--- src/rtl/uart_tx_serializer.sv ---
// -----------------------------------------------------------------------------
// uart_tx_serializer
//
// Purpose:
//   UART transmit stage. Bytes written by the register block are queued in a
//   small FIFO and sent on TxD as asynchronous frames (start, 8 data bits LSB
//   first, optional even parity, stop), each bit held CLK_DIV clock cycles.
//   Back-to-back frames are sent with no idle gap when the FIFO has data.
//
// Build option:
//   UART_TX_PARITY_EN - when defined, an even-parity bit is inserted between
//                       the last data bit and the stop bit (11-bit frame).
//                       When undefined the frame is 8N1.
//
// Parameters:
//   CLK_DIV    - pClk cycles per serial bit (2..65535)
//   FIFO_DEPTH - FIFO byte slots (power of two, 2..16)
//
// Ports:
//   pClk       in   system clock, rising edge
//   pReset     in   asynchronous active-high reset
//   wr_en      in   write strobe, one byte per asserted cycle
//   wr_data    in   byte to queue
//   TxD        out  serial line, idle high, driven straight from a flop
//   full       out  FIFO holds FIFO_DEPTH entries
//   busy       out  frame in progress or FIFO non-empty
//   fifo_count out  FIFO occupancy
//   overflow   out  one-cycle pulse when a write is dropped because full
// -----------------------------------------------------------------------------
module uart_tx_serializer #(
    parameter int CLK_DIV    = 16,
    parameter int FIFO_DEPTH = 4
) (
    input  logic                        pClk,
    input  logic                        pReset,
    input  logic                        wr_en,
    input  logic [7:0]                  wr_data,
    output logic                        TxD,
    output logic                        full,
    output logic                        busy,
    output logic [$clog2(FIFO_DEPTH):0] fifo_count,
    output logic                        overflow
);
    localparam int AW = $clog2(FIFO_DEPTH);
    localparam int CW = AW + 1;
    localparam int BW = $clog2(CLK_DIV);

    localparam logic [BW-1:0] BAUD_LAST  = BW'(CLK_DIV - 1);
    localparam logic [CW-1:0] COUNT_FULL = CW'(FIFO_DEPTH);

    localparam logic [2:0] S_IDLE   = 3'd0;
    localparam logic [2:0] S_START  = 3'd1;
    localparam logic [2:0] S_DATA   = 3'd2;
    localparam logic [2:0] S_STOP   = 3'd3;
`ifdef UART_TX_PARITY_EN
    localparam logic [2:0] S_PARITY = 3'd4;
`endif

    // FIFO storage and bookkeeping
    logic [7:0]    r_mem [0:FIFO_DEPTH-1];
    logic [AW-1:0] r_wr_ptr;
    logic [AW-1:0] r_rd_ptr;
    logic [CW-1:0] r_count;

    // Serializer state
    logic [2:0]    r_state;
    logic [BW-1:0] r_baud;
    logic [2:0]    r_bit;
    logic [7:0]    r_data;

    // Registered outputs
    logic          r_txd;
    logic          r_full;
    logic          r_busy;
    logic          r_overflow;

    logic          w_accept;
    logic          w_pop;
    logic          w_baud_done;
    logic [2:0]    w_state_next;
    logic [2:0]    w_bit_next;
    logic [BW-1:0] w_baud_next;
    logic [7:0]    w_data_next;
    logic [CW-1:0] w_count_next;
    logic          w_txd_next;

    // r_full always equals (r_count == FIFO_DEPTH), so a pop in the same
    // cycle never frees a slot for a write that arrives while full.
    assign w_accept    = wr_en & ~r_full;
    assign w_baud_done = (r_baud == BAUD_LAST);

    always_comb begin
        w_state_next = r_state;
        w_bit_next   = r_bit;
        w_pop        = 1'b0;
        case (r_state)
            S_IDLE: begin
                if (r_count != '0) begin
                    w_pop        = 1'b1;
                    w_state_next = S_START;
                end
            end
            S_START: begin
                if (w_baud_done) begin
                    w_state_next = S_DATA;
                    w_bit_next   = 3'd0;
                end
            end
            S_DATA: begin
                if (w_baud_done) begin
                    if (r_bit == 3'd7) begin
`ifdef UART_TX_PARITY_EN
                        w_state_next = S_PARITY;
`else
                        w_state_next = S_STOP;
`endif
                    end else begin
                        w_bit_next = r_bit + 3'd1;
                    end
                end
            end
`ifdef UART_TX_PARITY_EN
            S_PARITY: begin
                if (w_baud_done) begin
                    w_state_next = S_STOP;
                end
            end
`endif
            S_STOP: begin
                if (w_baud_done) begin
                    // Chain straight into the next start bit when data waits.
                    if (r_count != '0) begin
                        w_pop        = 1'b1;
                        w_state_next = S_START;
                    end else begin
                        w_state_next = S_IDLE;
                    end
                end
            end
            default: begin
                w_state_next = S_IDLE;
            end
        endcase

        w_data_next = w_pop ? r_mem[r_rd_ptr] : r_data;

        case ({w_accept, w_pop})
            2'b10:   w_count_next = r_count + CW'(1);
            2'b01:   w_count_next = r_count - CW'(1);
            default: w_count_next = r_count;
        endcase

        // Baud counter restarts on any state change and at each bit boundary.
        if ((w_state_next != r_state) || w_baud_done || (r_state == S_IDLE)) begin
            w_baud_next = '0;
        end else begin
            w_baud_next = r_baud + BW'(1);
        end

        // TxD is computed from the next state so the line changes on the same
        // edge the state does (start bit begins on the pop edge).
        case (w_state_next)
            S_START:  w_txd_next = 1'b0;
            S_DATA:   w_txd_next = w_data_next[w_bit_next];
`ifdef UART_TX_PARITY_EN
            S_PARITY: w_txd_next = ^w_data_next;
`endif
            default:  w_txd_next = 1'b1;
        endcase
    end

    // FIFO payload; contents need no reset because pointers are cleared.
    always_ff @(posedge pClk) begin
        if (w_accept) begin
            r_mem[r_wr_ptr] <= wr_data;
        end
    end

    always_ff @(posedge pClk or posedge pReset) begin
        if (pReset) begin
            r_wr_ptr   <= '0;
            r_rd_ptr   <= '0;
            r_count    <= '0;
            r_state    <= S_IDLE;
            r_baud     <= '0;
            r_bit      <= 3'd0;
            r_data     <= 8'd0;
            r_txd      <= 1'b1;
            r_full     <= 1'b0;
            r_busy     <= 1'b0;
            r_overflow <= 1'b0;
        end else begin
            if (w_accept) begin
                r_wr_ptr <= r_wr_ptr + AW'(1);
            end
            if (w_pop) begin
                r_rd_ptr <= r_rd_ptr + AW'(1);
            end
            r_count    <= w_count_next;
            r_state    <= w_state_next;
            r_baud     <= w_baud_next;
            r_bit      <= w_bit_next;
            r_data     <= w_data_next;
            r_txd      <= w_txd_next;
            r_full     <= (w_count_next == COUNT_FULL);
            r_busy     <= (w_state_next != S_IDLE) | (w_count_next != '0);
            r_overflow <= wr_en & r_full;
        end
    end

    assign TxD        = r_txd;
    assign full       = r_full;
    assign busy       = r_busy;
    assign fifo_count = r_count;
    assign overflow   = r_overflow;

endmodule

--- config.mk ---
export PLATFORM = sky130hd
export DESIGN_NAME = uart_tx_serializer
export DESIGN_NICKNAME = d
export VERILOG_FILES = /design/src/rtl/uart_tx_serializer.sv
export SDC_FILE = /design/constraint.sdc
export NUM_CORES = 1
export LEC_CHECK = 0
export CAP_MARGIN = 25
export CORE_ASPECT_RATIO = 0.6
export CORE_MARGIN = 10
export CORE_UTILIZATION = 55
export CTS_CLUSTER_SIZE = 20
export DETAILED_ROUTE_END_ITERATION = 8
export GPL_TIMING_DRIVEN = 0
export HOLD_SLACK_MARGIN = 0.08
export MAX_ROUTING_LAYER = met4
export PLACE_DENSITY = 0.74
export SLEW_MARGIN = 20
export SYNTH_ARGS = -nofsm -noshare
export SYNTH_HDL_FRONTEND = slang
export SYNTH_SLANG_ARGS = --single-unit
--- constraint.sdc ---
create_clock -name pClk -period 3.6 [get_ports pClk]
set_input_delay 0.72 -clock pClk [delete_from_list [all_inputs] [get_ports pClk]]
set_output_delay 0.72 -clock pClk [all_outputs]
set_load 0.1 [all_outputs]
==> results.md, run 1 <==
- Yosys mapped a number of flops with a built-in enable equal to 32.
- The number of global-route vias before repair came to around 1.6k.
- The final worst hold slack is 0.4624 ns.
- The level count of the clock H-tree is 3.
- In this run, synthesis produced a sequential element count of 61.
- 18 I/O pins were placed.
- The sum of internal, switching and leakage power is 2.498 mW.
- The number of clock sinks is 61.
- Across all register-to-register paths, the minimum setup slack is between 0.7 and 0.8 ns.
- The die covers 8160 um^2.
- The path class of the tightest hold or removal check is reg -> reg.
- Of all nets on the critical path, the largest fanout is 10.
- The die is 74.09 um tall.
- The first detailed-routing pass ran for 4 iterations.
- The TritonCTS clock tree is built.
- The critical path class is reg -> reg.
- The number of antenna violations at the first check in global routing is 0.
- The worst path meets setup with 0.7793 ns of slack.
- The worst setup path is captured at a flop.
- The detail route stage leaves a number of antenna-violating nets equal to 0.
- In the synthesized netlist the async set-or-reset flop fraction comes to about 48%.
- The number of hold-repair buffers added at the cts stage is 0.
- The tool flagged a number of max-cap violations equal to 0.
- The net total in the final layout is 219.
- The startpoint identified for the worst register-to-register timing path is r_baud[0].
- The worst clock skew is between 0.007 and 0.008 ns.
- The number of distinct library cell variants in the gate-level netlist after synthesis is 45.
- The clock root buffer is sky130_fd_sc_hd__clkbuf_8.
- The first-pass GRT wire length is 8121 um.
- In the routed design, unresolved DRC markers number 0.
- The start point of the worst hold path is r_baud[0].
- Measured in cells, the most critical reg-to-reg path has a length of 9.
- The most critical setup path has its startpoint at r_baud[0].
- The yosys synthesis warning count is 0.
- The wire length per cell is 17.84 um.
- The cell total after placement is about 250.
- The most common library cell in the layout ignoring fill and taps is sky130_fd_sc_hd__edfxtp_1.
- In the routed layout, each cell is associated on average with a via count of around 5.6.
- Clock-pin slew was measured on the worst setup and hold paths at about 0.070 ns.
- The count of buffers added on input and output ports is 17.
- Summed over all layers, the routed wires come to between 4000 and 5000 um.
- The die span in x is ~110 um.
- Measured against its own limit, the worst slew margin works out to between 30% and 40%.
- At the worst endpoint, the required time is 3.80 ns.
- For this run, the top clock speed supported by timing is roughly 350 MHz.
- The setup TNS is 0 ns.
- For the pin with the worst max-slew slack, the measured transition is ~1 ns.
- In this run the cell area measured after placement is 2958 um^2.
- The repair_antennas step left the layout with diodes totalling 0.
- In this run the static leakage power is between 1 and 1.5 nW.
- Once the floorplan was initialized, standard cells occupied between 50 and 60% of the core.
- Summing over every cut layer, the via total after detailed routing is approximately 1.5k.
- The maximum vdd drop is 0.8995 mV.
- The number of stages on the worst hold path is 1.
- The number of cell rows is 19.
- Power spread over the standard cell area amounts to 795.6 nW/um^2.
- The instance count of the mapped netlist is approximately 170.
- Of the available clock period, the critical path in the final layout requires around four fifths.
- After global routing the overflow that remains totals 0.
- The finished cells cover 3139 um^2.
- The overall global routing resource usage is around 14%.
- The buffer levels on the longest clock path is 2.
- Compared with the post-synthesis result, the final layout area differs by 17.08%.
- The data arrival at the endpoint of the critical path is 3.02 ns.
- The startpoint type of the worst setup path is a flop.
- The post-cts sizing count is 0.
- At the end of routability-driven placement, the weighted congestion stood at between 0.8 and 0.9.
- The flow ran to the end, and the final reports show no timing, DRC or antenna violations.
- After legalization and detailed placement, the total HPWL measured approximately 3500 um.
- The filler-free cell count of the finished design is 268.
- The final-report hold violation count is 0.
- In the layout the commonest cells are sky130_fd_sc_hd__edfxtp_1 (32), sky130_fd_sc_hd__dfrtp_1 (28), sky130_fd_sc_hd__clkdlybuf4s50_1 (17).
- TritonCTS created 9 clock buffers.
- In the final layout, flip-flops and latches occupy roughly 1700 um^2.
- Setup violations remaining at the end of the flow were counted as 0.
- Cells with a size suffix above 1 make up ~20% of the layout.
- Post-CTS timing repair inserted 0 buffers for setup.
- The cell area that synthesis handed to floorplanning was approximately 2700 um^2.
- The post-synth net total is 190.
- Entering global routing, the biggest net connects 20 pins.
- In the synthesized netlist the dominant register cell turns out to be sky130_fd_sc_hd__edfxtp_1.
- The post-synthesis average cell area is between 15 and 20 um^2.
- After floorplanning, the core was sized to cover about 4600 um^2.
- The count of final max-slew check failures is 0.
- After the first detailed-routing iteration, the DRC count stood at 117.
- The multi-input logic area is ~900 um^2.
- The number of fill cells in the layout is roughly 310.
- Counting I/O delays and the setup requirement, the final critical path takes 2.821 ns.
- At the placement stage, the worst setup path has a slack of roughly 0.53 ns.
- Sequential cells were found to cover 62.95% of the synthesized design area.
- For this run, the share of the core covered by cells in the final layout is about two thirds.
- Setup repair after global routing left no endpoint under its margin.
- The clock latency on the worst-skew pair is ~0.33 ns.
-- cell type report --
class                           instances  share of cell area, %
Clock inverter                          1                 0.1594
Buffer                                  6                  1.953
Inverter                                9                  1.076
Tap cell                               63                  2.511
Multi-Input combinational cell         95                  28.62
Clock buffer                           15                  5.620
Sequential cell                        61                  53.77
Timing Repair Buffer                   18                  6.297
-- per-layer routing --
layer	track usage, %	wire length, um	share of wire, %
met5	-	0	0
met4	5.532	78	1.6
met3	4.918	239	5.0
met2	21.35	2310	48
met1	16.08	2153	45
-- sequential cells by signal (all words and copies together) (netlist names) --
register and count:
r_data 8, busy 1, r_bit 3, r_state 3
r_mem 32, r_rd_ptr 2, r_baud 4, r_wr_ptr 2
TxD 1, overflow 1, full 1, fifo_count 3
-- cells in the mapped netlist, types with 2 or more instances --
library cell / number / share of area, %
sky130_fd_sc_hd__ha_1: 7 / 3.3
sky130_fd_sc_hd__clkbuf_8: 2 / 1.0
sky130_fd_sc_hd__dfrtp_1: 28 / 26
sky130_fd_sc_hd__a21o_1: 2 / 0.56
sky130_fd_sc_hd__nor2_1: 10 / 1.4
sky130_fd_sc_hd__buf_6: 2 / 0.84
sky130_fd_sc_hd__edfxtp_1: 32 / 36
sky130_fd_sc_hd__nor3_1: 2 / 0.37
sky130_fd_sc_hd__nand2_1: 7 / 0.98
sky130_fd_sc_hd__mux2i_1: 4 / 1.5
sky130_fd_sc_hd__xnor2_1: 7 / 2.3
sky130_fd_sc_hd__o21ai_0: 3 / 0.56
sky130_fd_sc_hd__mux2_2: 5 / 2.1
sky130_fd_sc_hd__xor2_1: 2 / 0.65
sky130_fd_sc_hd__mux4_2: 8 / 6.7
sky130_fd_sc_hd__a31oi_1: 2 / 0.47
sky130_fd_sc_hd__mux2_4: 4 / 2.2
sky130_fd_sc_hd__inv_1: 9 / 1.3
sky130_fd_sc_hd__nand3b_1: 2 / 0.56
sky130_fd_sc_hd__and2_1: 5 / 1.2
sky130_fd_sc_hd__nand3_1: 4 / 0.75
-- critical path: stages (launching register included) --
cell and delay [ns]:
sky130_fd_sc_hd__dfrtp_1 0.37, sky130_fd_sc_hd__ha_1 0.29, sky130_fd_sc_hd__nand4_2 0.17, sky130_fd_sc_hd__a2111oi_4 0.48, sky130_fd_sc_hd__buf_6 0.23, sky130_fd_sc_hd__ha_1 0.21, sky130_fd_sc_hd__fa_1 0.43, sky130_fd_sc_hd__mux2_2 0.31
sky130_fd_sc_hd__nor2_1 0.11, sky130_fd_sc_hd__nand3_1 0.08
-- kinds of logic (layout without fill, tap and decap cells) --
group	after synthesis	after routing	synth area share, %
compound gates	18	18	6.113
xor+xnor	9	9	2.940
fa+ha+maj	8	8	4.013
buf+inv	15	49	3.546
flops	61	61	62.95
mux	21	21	12.55
other cells	1	1	0.1399
simple gates	38	38	7.747
-- final timing paths --
path,end
setup / recovery,busy
hold / removal,r_baud[0]
setup reg to reg,busy
hold reg to reg,r_baud[0]
max in group asynchronous,r_data[2]
min in group asynchronous,overflow
-- power breakdown --
| part | internal [mW] | switching, mW |
|---|---|---|
| Combinational | 0.395 | 0.558 |
| Clock | 0.306 | 0.232 |
| Sequential | 0.926 | 0.0803 |
(Power assumes the default switching activity.)
==> inputs of run 2 (changes only) <==
--- a/config.mk
+++ b/config.mk
@@ -8,13 +8,13 @@
 export CAP_MARGIN = 25
 export CORE_ASPECT_RATIO = 0.6
 export CORE_MARGIN = 10
-export CORE_UTILIZATION = 55
+export CORE_UTILIZATION = 52
 export CTS_CLUSTER_SIZE = 20
 export DETAILED_ROUTE_END_ITERATION = 8
 export GPL_TIMING_DRIVEN = 0
 export HOLD_SLACK_MARGIN = 0.08
 export MAX_ROUTING_LAYER = met4
-export PLACE_DENSITY = 0.74
+export PLACE_DENSITY = 0.73
 export SLEW_MARGIN = 20
 export SYNTH_ARGS = -nofsm -noshare
 export SYNTH_HDL_FRONTEND = slang
==> constraint.sdc (replaced) <==
create_clock -name pClk -period 2.3 [get_ports pClk]
set_input_delay 0.46 -clock pClk [delete_from_list [all_inputs] [get_ports pClk]]
set_output_delay 0.46 -clock pClk [all_outputs]
set_load 0.1 [all_outputs]
==> run 2 against run 1 <==
  * The run now ends with setup timing left
  * Worst hold slack gained 0.042 ns
  * Register-to-register slack got worse by 0.84 ns
  * Flip-flop and latch count unchanged
  * Count of clock-buffer cells in the layout is 5 lower
  * Via count down 2.1%
  * Cell count is 3.7% higher
  * Global-route usage shrank 0.46 points
  * Cell area rose by 5.3%
  * Clock skew fell by 0.0026 ns
  * Worst setup slack lost 0.84 ns
  * Largest power group is now combinational cells
  * Highest routed layer unchanged
==> results.md, run 2 (synthesis results as in run 1) <==
- Result of the run: finished with violations (was completed).
- The final reports fail on setup timing.
- The actual slew at the worst max-slew pin is 0.9769 ns (was 0.9951 ns).
- The path type of the worst min-delay path was reg -> reg (unchanged).
- The first-iteration detailed-routing DRC count is 41 (was 117).
- The startpoint of the worst-slack reg-to-reg timing path is r_state[1] (was r_baud[0]).
- The maximum fanout encountered on the critical timing path came to 4 (was 10).
- The fraction of layout cells with a size suffix above 1 was 29.72% (was 20.49%).
- The portion of the clock cycle consumed by the worst path in the final layout was 102.8% (was 78.35%).
- The number of fill cells in the layout is 321 (was 314).
- The depth of the worst register-to-register path is 9 (unchanged).
- The vertical die dimension is 75.62 um (was 74.09 um).
- The overall global routing resource usage is 13.28% (was 13.74%).
- Unrepaired setup endpoints after global routing: yes (was no).
- The multi-input logic area is 982.2 um^2 (was 898.4 um^2).
- The maximum number of pins on one net before global-route repair came to 16 (was 20).
- The ratio of routed vias to standard cells came to 5.313 (was 5.627).
- The number of buffer cells added on primary ports is 17 (unchanged).
- The worst clock skew is 0.004537 ns (was 0.007101 ns).
- The most common library cell in the layout ignoring fill and taps was sky130_fd_sc_hd__edfxtp_1 (unchanged).
- The clock transition at the register clock pins on the worst setup and hold paths after CTS is 0.06 ns (was 0.07 ns).
- The level count of the clock H-tree was 3 (unchanged).
- The sequential cell area is 1700 um^2 (was 1688 um^2).
- The number of cell rows came to 20 (was 19).
- The total die area is 8523 um^2 (was 8160 um^2).
- The worst-case hold path end point is r_data[6] (was r_baud[0]).
- The number of buffers inserted during clock tree synthesis is 9 (unchanged).
- The maximum vdd drop is 1.125 mV (was 0.8995 mV).
- The count of final max-slew check failures is 0 (unchanged).
- The worst slew slack as a fraction of its limit was 34.77% (was 33.45%).
- The global route total overflow is 0 (unchanged).
- The remaining number of nets flagged by the antenna check after routing is 0 (unchanged).
- The leakage component of the power is 1.381 nW (was 1.289 nW).
- The clock root buffer is sky130_fd_sc_hd__clkbuf_8 (unchanged).
- The TritonCTS clock tree is built (unchanged).
- The data arrival at the endpoint of the critical path is 2.57 ns (was 3.02 ns).
- The number of stages on the worst hold path is 1 (unchanged).
- The startpoint type of the worst setup path is a flop (unchanged).
- The worst endpoint required time came to 2.51 ns (was 3.80 ns).
- The clock latency on the worst-skew pair is 0.33 ns (about the same).
- The highest achievable clock rate is 423.1 MHz (was 354.5 MHz).
- The worst setup slack before clock tree synthesis is -0.5638 ns (was 0.5346 ns).
- The largest register by flop count is r_mem (unchanged).
- The number of antenna violations at the first check in global routing is 0 (unchanged).
- The critical path class is reg -> reg (unchanged).
- The endpoint type of the worst setup path was a flop (unchanged).
- The endpoint of the lowest-slack register-to-register path is busy (unchanged).
- The timing startpoint of the critical path is r_state[1] (was r_baud[0]).
- The final worst hold slack is 0.5039 ns (was 0.4624 ns).
- The worst path setup slack after routing is -0.06328 ns (was 0.7793 ns).
- The total length of routed wires came to 4985 um (was 4781 um).
- The start point of the worst hold path is r_data[6] (was r_baud[0]).
- The filler-free cell count of the finished design is 278 (was 268).
- The cell total after placement came to 255 (was 252).
- The via count of the routed design is 1,477 (was 1,508).
- The final-report hold violation count is 0 (unchanged).
- The weighted congestion reported at the end of routability-driven placement is 0.8649 (was 0.8764).
- The setup slack of the most critical reg-to-reg path was -0.06 ns (was 0.78 ns).
- The post-DP HPWL is 3498 um (was 3507 um).
- The initial standard-cell utilization of the core came to 53.31% (was 57.84%).
- The length of the first detailed-routing pass in iterations is 4 (unchanged).
- Commonest non-fill, non-tap cells in the layout: sky130_fd_sc_hd__edfxtp_1 (32), sky130_fd_sc_hd__dfrtp_1 (24), sky130_fd_sc_hd__clkdlybuf4s50_1 (11) (was sky130_fd_sc_hd__edfxtp_1 (32), sky130_fd_sc_hd__dfrtp_1 (28), sky130_fd_sc_hd__clkdlybuf4s50_1 (17)).
- The count of maximum capacitance violations is 0 (unchanged).
- The minimum clock period after layout is 2.363 ns (was 2.821 ns).
- The net total in the final layout is 226 (was 219).
- The power per cell area is 1281 nW/um^2 (was 795.6 nW/um^2).
- The die span in x is 112.7 um (was 110.1 um).
- The number of flip-flops in the largest register is 32 (unchanged).
- The number of clock sinks is 61 (unchanged).
- The buffer levels on the longest clock path was 2 (unchanged).
- Registers with the highest flip-flop counts: r_mem x32, r_data x8, r_baud x4 (unchanged).
- The I/O pin count is 18 (unchanged).
- The first-pass GRT wire length is 8286 um (was 8121 um).
- The standard cell core area was 5030 um^2 (was 4636 um^2).
- The diode insertion count for antenna repair is 0 (unchanged).
- The post-synthesis to final-layout area growth was 23.24% (was 17.08%).
- The setup violation total in the final timing report is 2 (was 0).
- The wire length per cell is 17.93 um (was 17.84 um).
- The number of global-route vias before repair is 1,645 (was 1,587).
- The post-detailed-route DRC marker count came to 0 (unchanged).
run 2: final cells by class:
class	count	share of cell area (%)
buffer	6	2.007
clock buffer	10	3.862
clock inverter	6	2.348
inverter	9	1.022
multi-input combinational	95	29.72
sequential	61	51.46
tap	66	2.499
timing repair buffer	25	7.081
run 2: stage by stage:
stage / setup TNS [ns] / area [um^2] / utilization (%) / power, mW
2_1_floorplan: -0.1477 / 2724 / - / 2.801
3_3_place_gp: -1.220 / 2977 / 59.18 / 3.086
3_5_place_dp: -1.838 / 2992 / 59.48 / 3.162
4_1_cts: -0.1997 / 3268 / 64.98 / 4.221
5_1_grt: -0.1994 / 3304 / 65.70 / 4.452
6_report: -0.06364 / 3304 / 65.70 / 4.234
run 2: worst max-delay path by stage:
stage / end / slack (ns) / cells after the start
2_1_floorplan: busy / -0.09 / 8
3_3_place_gp: busy / -0.39 / 10
3_5_place_dp: busy / -0.56 / 10
4_1_cts: busy / -0.13 / 9
5_1_grt: busy / -0.12 / 9
6_report: busy / -0.06 / 9
run 2: repair_timing:
item	in CTS	in global routing
hold buffers	0	0
resized for setup	14	4
endpoints found under the setup margin	9	6
pin swaps	4	6
setup buffers	4	3
run 2: where the power goes:
group | internal (mW) | switching, mW
clock | 0.599 | 0.389
sequential | 1.47 | 0.148
combinational | 0.690 | 0.939
total | 2.76 | 1.48
run 2: worst max-delay path, stage by stage (launching register included):
cell and delay [ns]:
sky130_fd_sc_hd__dfrtp_1 0.40, sky130_fd_sc_hd__buf_8 0.14, sky130_fd_sc_hd__and2b_1 0.18, sky130_fd_sc_hd__a2111oi_4 0.34, sky130_fd_sc_hd__buf_6 0.17, sky130_fd_sc_hd__ha_4 0.12
sky130_fd_sc_hd__fa_1 0.41, sky130_fd_sc_hd__mux2_4 0.32, sky130_fd_sc_hd__nor2_4 0.10, sky130_fd_sc_hd__nand3_2 0.07
run 2: per-layer routing:
metal	GRT usage, %	wire length [um]	part of all wire (%)	vias up
met5	-	0	0	-
met4	5.462	45	0.90	0
met3	4.403	196	3.9	4
met2	21.76	2489	50	30
met1	14.99	2253	45	748
li1	-	-	-	695
==> inputs of run 3 (changes only) <==
--- a/config.mk
+++ b/config.mk
@@ -7,7 +7,6 @@
 export LEC_CHECK = 0
 export CAP_MARGIN = 25
 export CORE_ASPECT_RATIO = 0.6
-export CORE_MARGIN = 10
 export CORE_UTILIZATION = 52
 export CTS_CLUSTER_SIZE = 20
 export DETAILED_ROUTE_END_ITERATION = 8
==> run 3 against run 2 <==
  * Critical path depth unchanged
  * Power down 3.4%
  * Cell count down 0.36%
  * The run still ends with setup timing left
  * Worst hold slack worse by 0.0021 ns
  * Critical path type unchanged
  * Combinational power about the same
  * Non-clock buffer count up 2
  * Sequential share of layout area up 0.35 points
==> results.md, run 3 (synthesis results as in run 1) <==
- The number of buffer cells added on primary ports was 17 (unchanged).
- The final worst hold slack is 0.5019 ns (was 0.5039 ns).
- The diode insertion count for antenna repair came to 0 (unchanged).
- The final-report hold violation count came to 0 (unchanged).
- The path type of the worst min-delay path is reg -> reg (unchanged).
- The startpoint of the worst-slack reg-to-reg timing path is r_baud[0] (was r_state[1]).
- Result of the run: finished with violations (unchanged).
- The net total in the final layout came to 228 (was 226).
- The number of antenna violations at the first check in global routing is 0 (unchanged).
- The maximum vdd drop is 0.7972 mV (was 1.125 mV).
- The global route total overflow is 0 (unchanged).
- The initial standard-cell utilization of the core was 56.39% (was 53.31%).
- Violations in the final reports: setup timing (unchanged).
- The level count of the clock H-tree came to 3 (unchanged).
- The post-DP HPWL is 3400 um (was 3498 um).
- The length of routed met2 wiring was 2437 um (was 2489 um).
- The endpoint type of the worst setup path is a flop (unchanged).
- The count of maximum capacitance violations is 0 (unchanged).
- The weighted congestion reported at the end of routability-driven placement came to 0.8049 (was 0.8649).
- The worst-case hold path end point was r_data[7] (was r_data[6]).
- The standard cell area after detailed placement is 3000 um^2 (was 2992 um^2).
- The post-synthesis to final-layout area growth is 22.49% (was 23.24%).
- The wire length per cell is 18.29 um (was 17.93 um).
- The timing startpoint of the critical path is r_baud[0] (was r_state[1]).
- The final standard cell area without fillers is 3284 um^2 (was 3304 um^2).
- The met1 layer wirelength in the final routing is 2239 um (was 2253 um).
- The setup slack of the most critical reg-to-reg path is -0.07 ns (was -0.06 ns).
- The count of final max-slew check failures came to 0 (unchanged).
- The post-detailed-route DRC marker count is 0 (unchanged).
- The number of fill cells in the layout is 326 (was 321).
- The clock latency on the worst-skew pair was 0.34 ns (was 0.33 ns).
- The depth of the worst register-to-register path is 9 (unchanged).
- The power per cell area is 1245 nW/um^2 (was 1281 nW/um^2).
- The standard cell core area came to 4755 um^2 (was 5030 um^2).
- The number of clock sinks came to 61 (unchanged).
- Unrepaired setup endpoints after global routing: yes (unchanged).
- The startpoint type of the worst setup path is a flop (unchanged).
- The maximum number of pins on one net before global-route repair is 17 (was 16).
- The remaining number of nets flagged by the antenna check after routing is 0 (unchanged).
- The number of global-route vias before repair was 1,621 (was 1,645).
- The TritonCTS clock tree is built (unchanged).
- The worst endpoint required time is 2.55 ns (was 2.51 ns).
- Commonest non-fill, non-tap cells in the layout: sky130_fd_sc_hd__edfxtp_1 (32), sky130_fd_sc_hd__dfrtp_1 (23), sky130_fd_sc_hd__clkbuf_8 (12), sky130_fd_sc_hd__clkdlybuf4s50_1 (12), sky130_fd_sc_hd__buf_4 (11) (was sky130_fd_sc_hd__edfxtp_1 (32), sky130_fd_sc_hd__dfrtp_1 (24), sky130_fd_sc_hd__clkdlybuf4s50_1 (11)).
- The number of flip-flops in the largest register was 32 (unchanged).
- The number of buffers inserted during clock tree synthesis was 9 (unchanged).
- The I/O pin count is 18 (unchanged).
- The setup violation total in the final timing report came to 4 (was 2).
- The clock transition at the register clock pins on the worst setup and hold paths after CTS is 0.07 ns (was 0.06 ns).
- The most common library cell in the layout ignoring fill and taps was sky130_fd_sc_hd__edfxtp_1 (unchanged).
- The met3 wirelength from detailed routing was 289 um (was 196 um).
- Registers with the highest flip-flop counts: r_mem x32, r_data x8, r_baud x4 (unchanged).
- The worst clock skew was 0.01184 ns (was 0.004537 ns).
- The maximum fanout encountered on the critical timing path is 9 (was 4).
- The highest achievable clock rate is 421.3 MHz (was 423.1 MHz).
- The leakage component of the power is 1.351 nW (was 1.381 nW).
- The data arrival at the endpoint of the critical path is 2.62 ns (was 2.57 ns).
- The length of the first detailed-routing pass in iterations was 4 (unchanged).
- The critical-path cell with the highest stage delay is sky130_fd_sc_hd__dfrtp_1 (was sky130_fd_sc_hd__fa_1).
- The start point of the worst hold path was r_data[7] (was r_data[6]).
- The minimum clock period after layout is 2.374 ns (was 2.363 ns).
- The total length of routed wires is 5067 um (was 4985 um).
- The fraction of layout cells with a size suffix above 1 is 30.37% (was 29.72%).
- The worst path setup slack after routing is -0.07373 ns (was -0.06328 ns).
- The critical path class was reg -> reg (unchanged).
- The buffer levels on the longest clock path is 2 (unchanged).
- The largest stage delay on the critical path is 0.41 ns (about the same).
- The ratio of routed vias to standard cells is 5.520 (was 5.313).
- The clock root buffer is sky130_fd_sc_hd__clkbuf_8 (unchanged).
- The overall global routing resource usage is 22.89% (was 13.28%).
- Cells along the critical path: ha_4 -> nand4_4 -> a2111oi_4 -> buf_6 -> buf_4 -> mux2_2 -> mux2i_1 -> o22a_1 -> a31oi_1 (was buf_8 -> and2b_1 -> a2111oi_4 -> buf_6 -> ha_4 -> fa_1 -> mux2_4 -> nor2_4 -> nand3_2).
- The total die area came to 5457 um^2 (was 8523 um^2).
- The vertical die dimension is 57.62 um (was 75.62 um).
- The number of stages on the worst hold path came to 1 (unchanged).
- The via count of the routed design was 1,529 (was 1,477).
- The endpoint of the lowest-slack register-to-register path is TxD (was busy).
- The number of cell rows came to 19 (was 20).
- The die span in x is 94.71 um (was 112.7 um).
- The actual slew at the worst max-slew pin is 1.000 ns (was 0.9769 ns).
- The first-iteration detailed-routing DRC count is 86 (was 41).
- The largest register by flop count is r_mem (unchanged).
- The worst slew slack as a fraction of its limit was 33.57% (was 34.77%).
- The portion of the clock cycle consumed by the worst path in the final layout is 103.2% (was 102.8%).
- The uppermost signal routing layer after detailed routing is met4 (unchanged).
- The first-pass GRT wire length is 8245 um (was 8286 um).
run 3: cell count changes in the layout (fill, tap and decap cells not counted), moves of 2 or more:
cell,change
sky130_fd_sc_hd__clkbuf_8,+2
sky130_fd_sc_hd__buf_4,+3
sky130_fd_sc_hd__bufinv_16,-2
sky130_fd_sc_hd__clkinvlp_4,+2
sky130_fd_sc_hd__buf_8,-2
run 3: worst max-delay path: cells and delay by family (launching register included):
family	cells	cell delay [ns]
AO/OA/AOI/OAI	3	0.68
buffers and inverters	2	0.35
flip-flops	1	0.41
AND/OR/NAND/NOR	1	0.11
adder cells (fa/ha/maj)	1	0.18
multiplexers	2	0.52
run 3: routing by layer:
layer | GRT usage (%) | vias up
met1 | 27.94 | 771
met3 | 9.449 | 10
met4 | 8.442 | 0
met5 | - | -
met2 | 34.53 | 43
li1 | - | 705
run 3: power by group:
group	total [mW]	internal [mW]	switching [mW]
clock	0.816	0.415	0.402
sequential	1.61	1.47	0.143
combinational	1.66	0.724	0.937
run 3: per-stage QoR:
step                worst slack (ns)  util, %   TNS, ns  std cells  total power, mW
floorplan                   -0.09027        -   -0.1477        171            2.801
global placement             -0.3984    62.53    -1.288        251            3.066
detailed placement           -0.5065    63.11    -1.699        252            3.155
CTS                         -0.04870    68.21  -0.09234        274            4.050
global route                 -0.1583    69.08   -0.4903        277            4.297
finish                      -0.07373    69.08   -0.1868        277            4.089
run 3: what timing repair did:
action                                 4_1_cts  5_1_grt
setup buffers                                6        3
endpoints found under the hold margin        0        0
hold buffers                                 0        0
gates resized for setup                     11        8
pin swaps                                    4        2
gates cloned                                 0        0
setup endpoints to repair                   10        5
run 3: worst max path at each step:
stage / endpoint / slack [ns] / cells after the start
floorplan: busy / -0.09 / 8
global placement: busy / -0.40 / 10
detailed placement: busy / -0.51 / 10
CTS: busy / -0.05 / 9
global route: busy / -0.16 / 9
finish: TxD / -0.07 / 9
run 3: area by class of cell:
class                      count  area [um^2]  area share [%]
clock buffer                  12        145.1           4.419
buffer                         6        65.06           1.981
tap                           63        78.83           2.400
sequential                    61         1702           51.81
inverter                       9        33.78           1.029
multi-input combinational     95        977.2           29.75
clock inverter                 4        23.77          0.7238
timing repair buffer          27        259.0           7.886
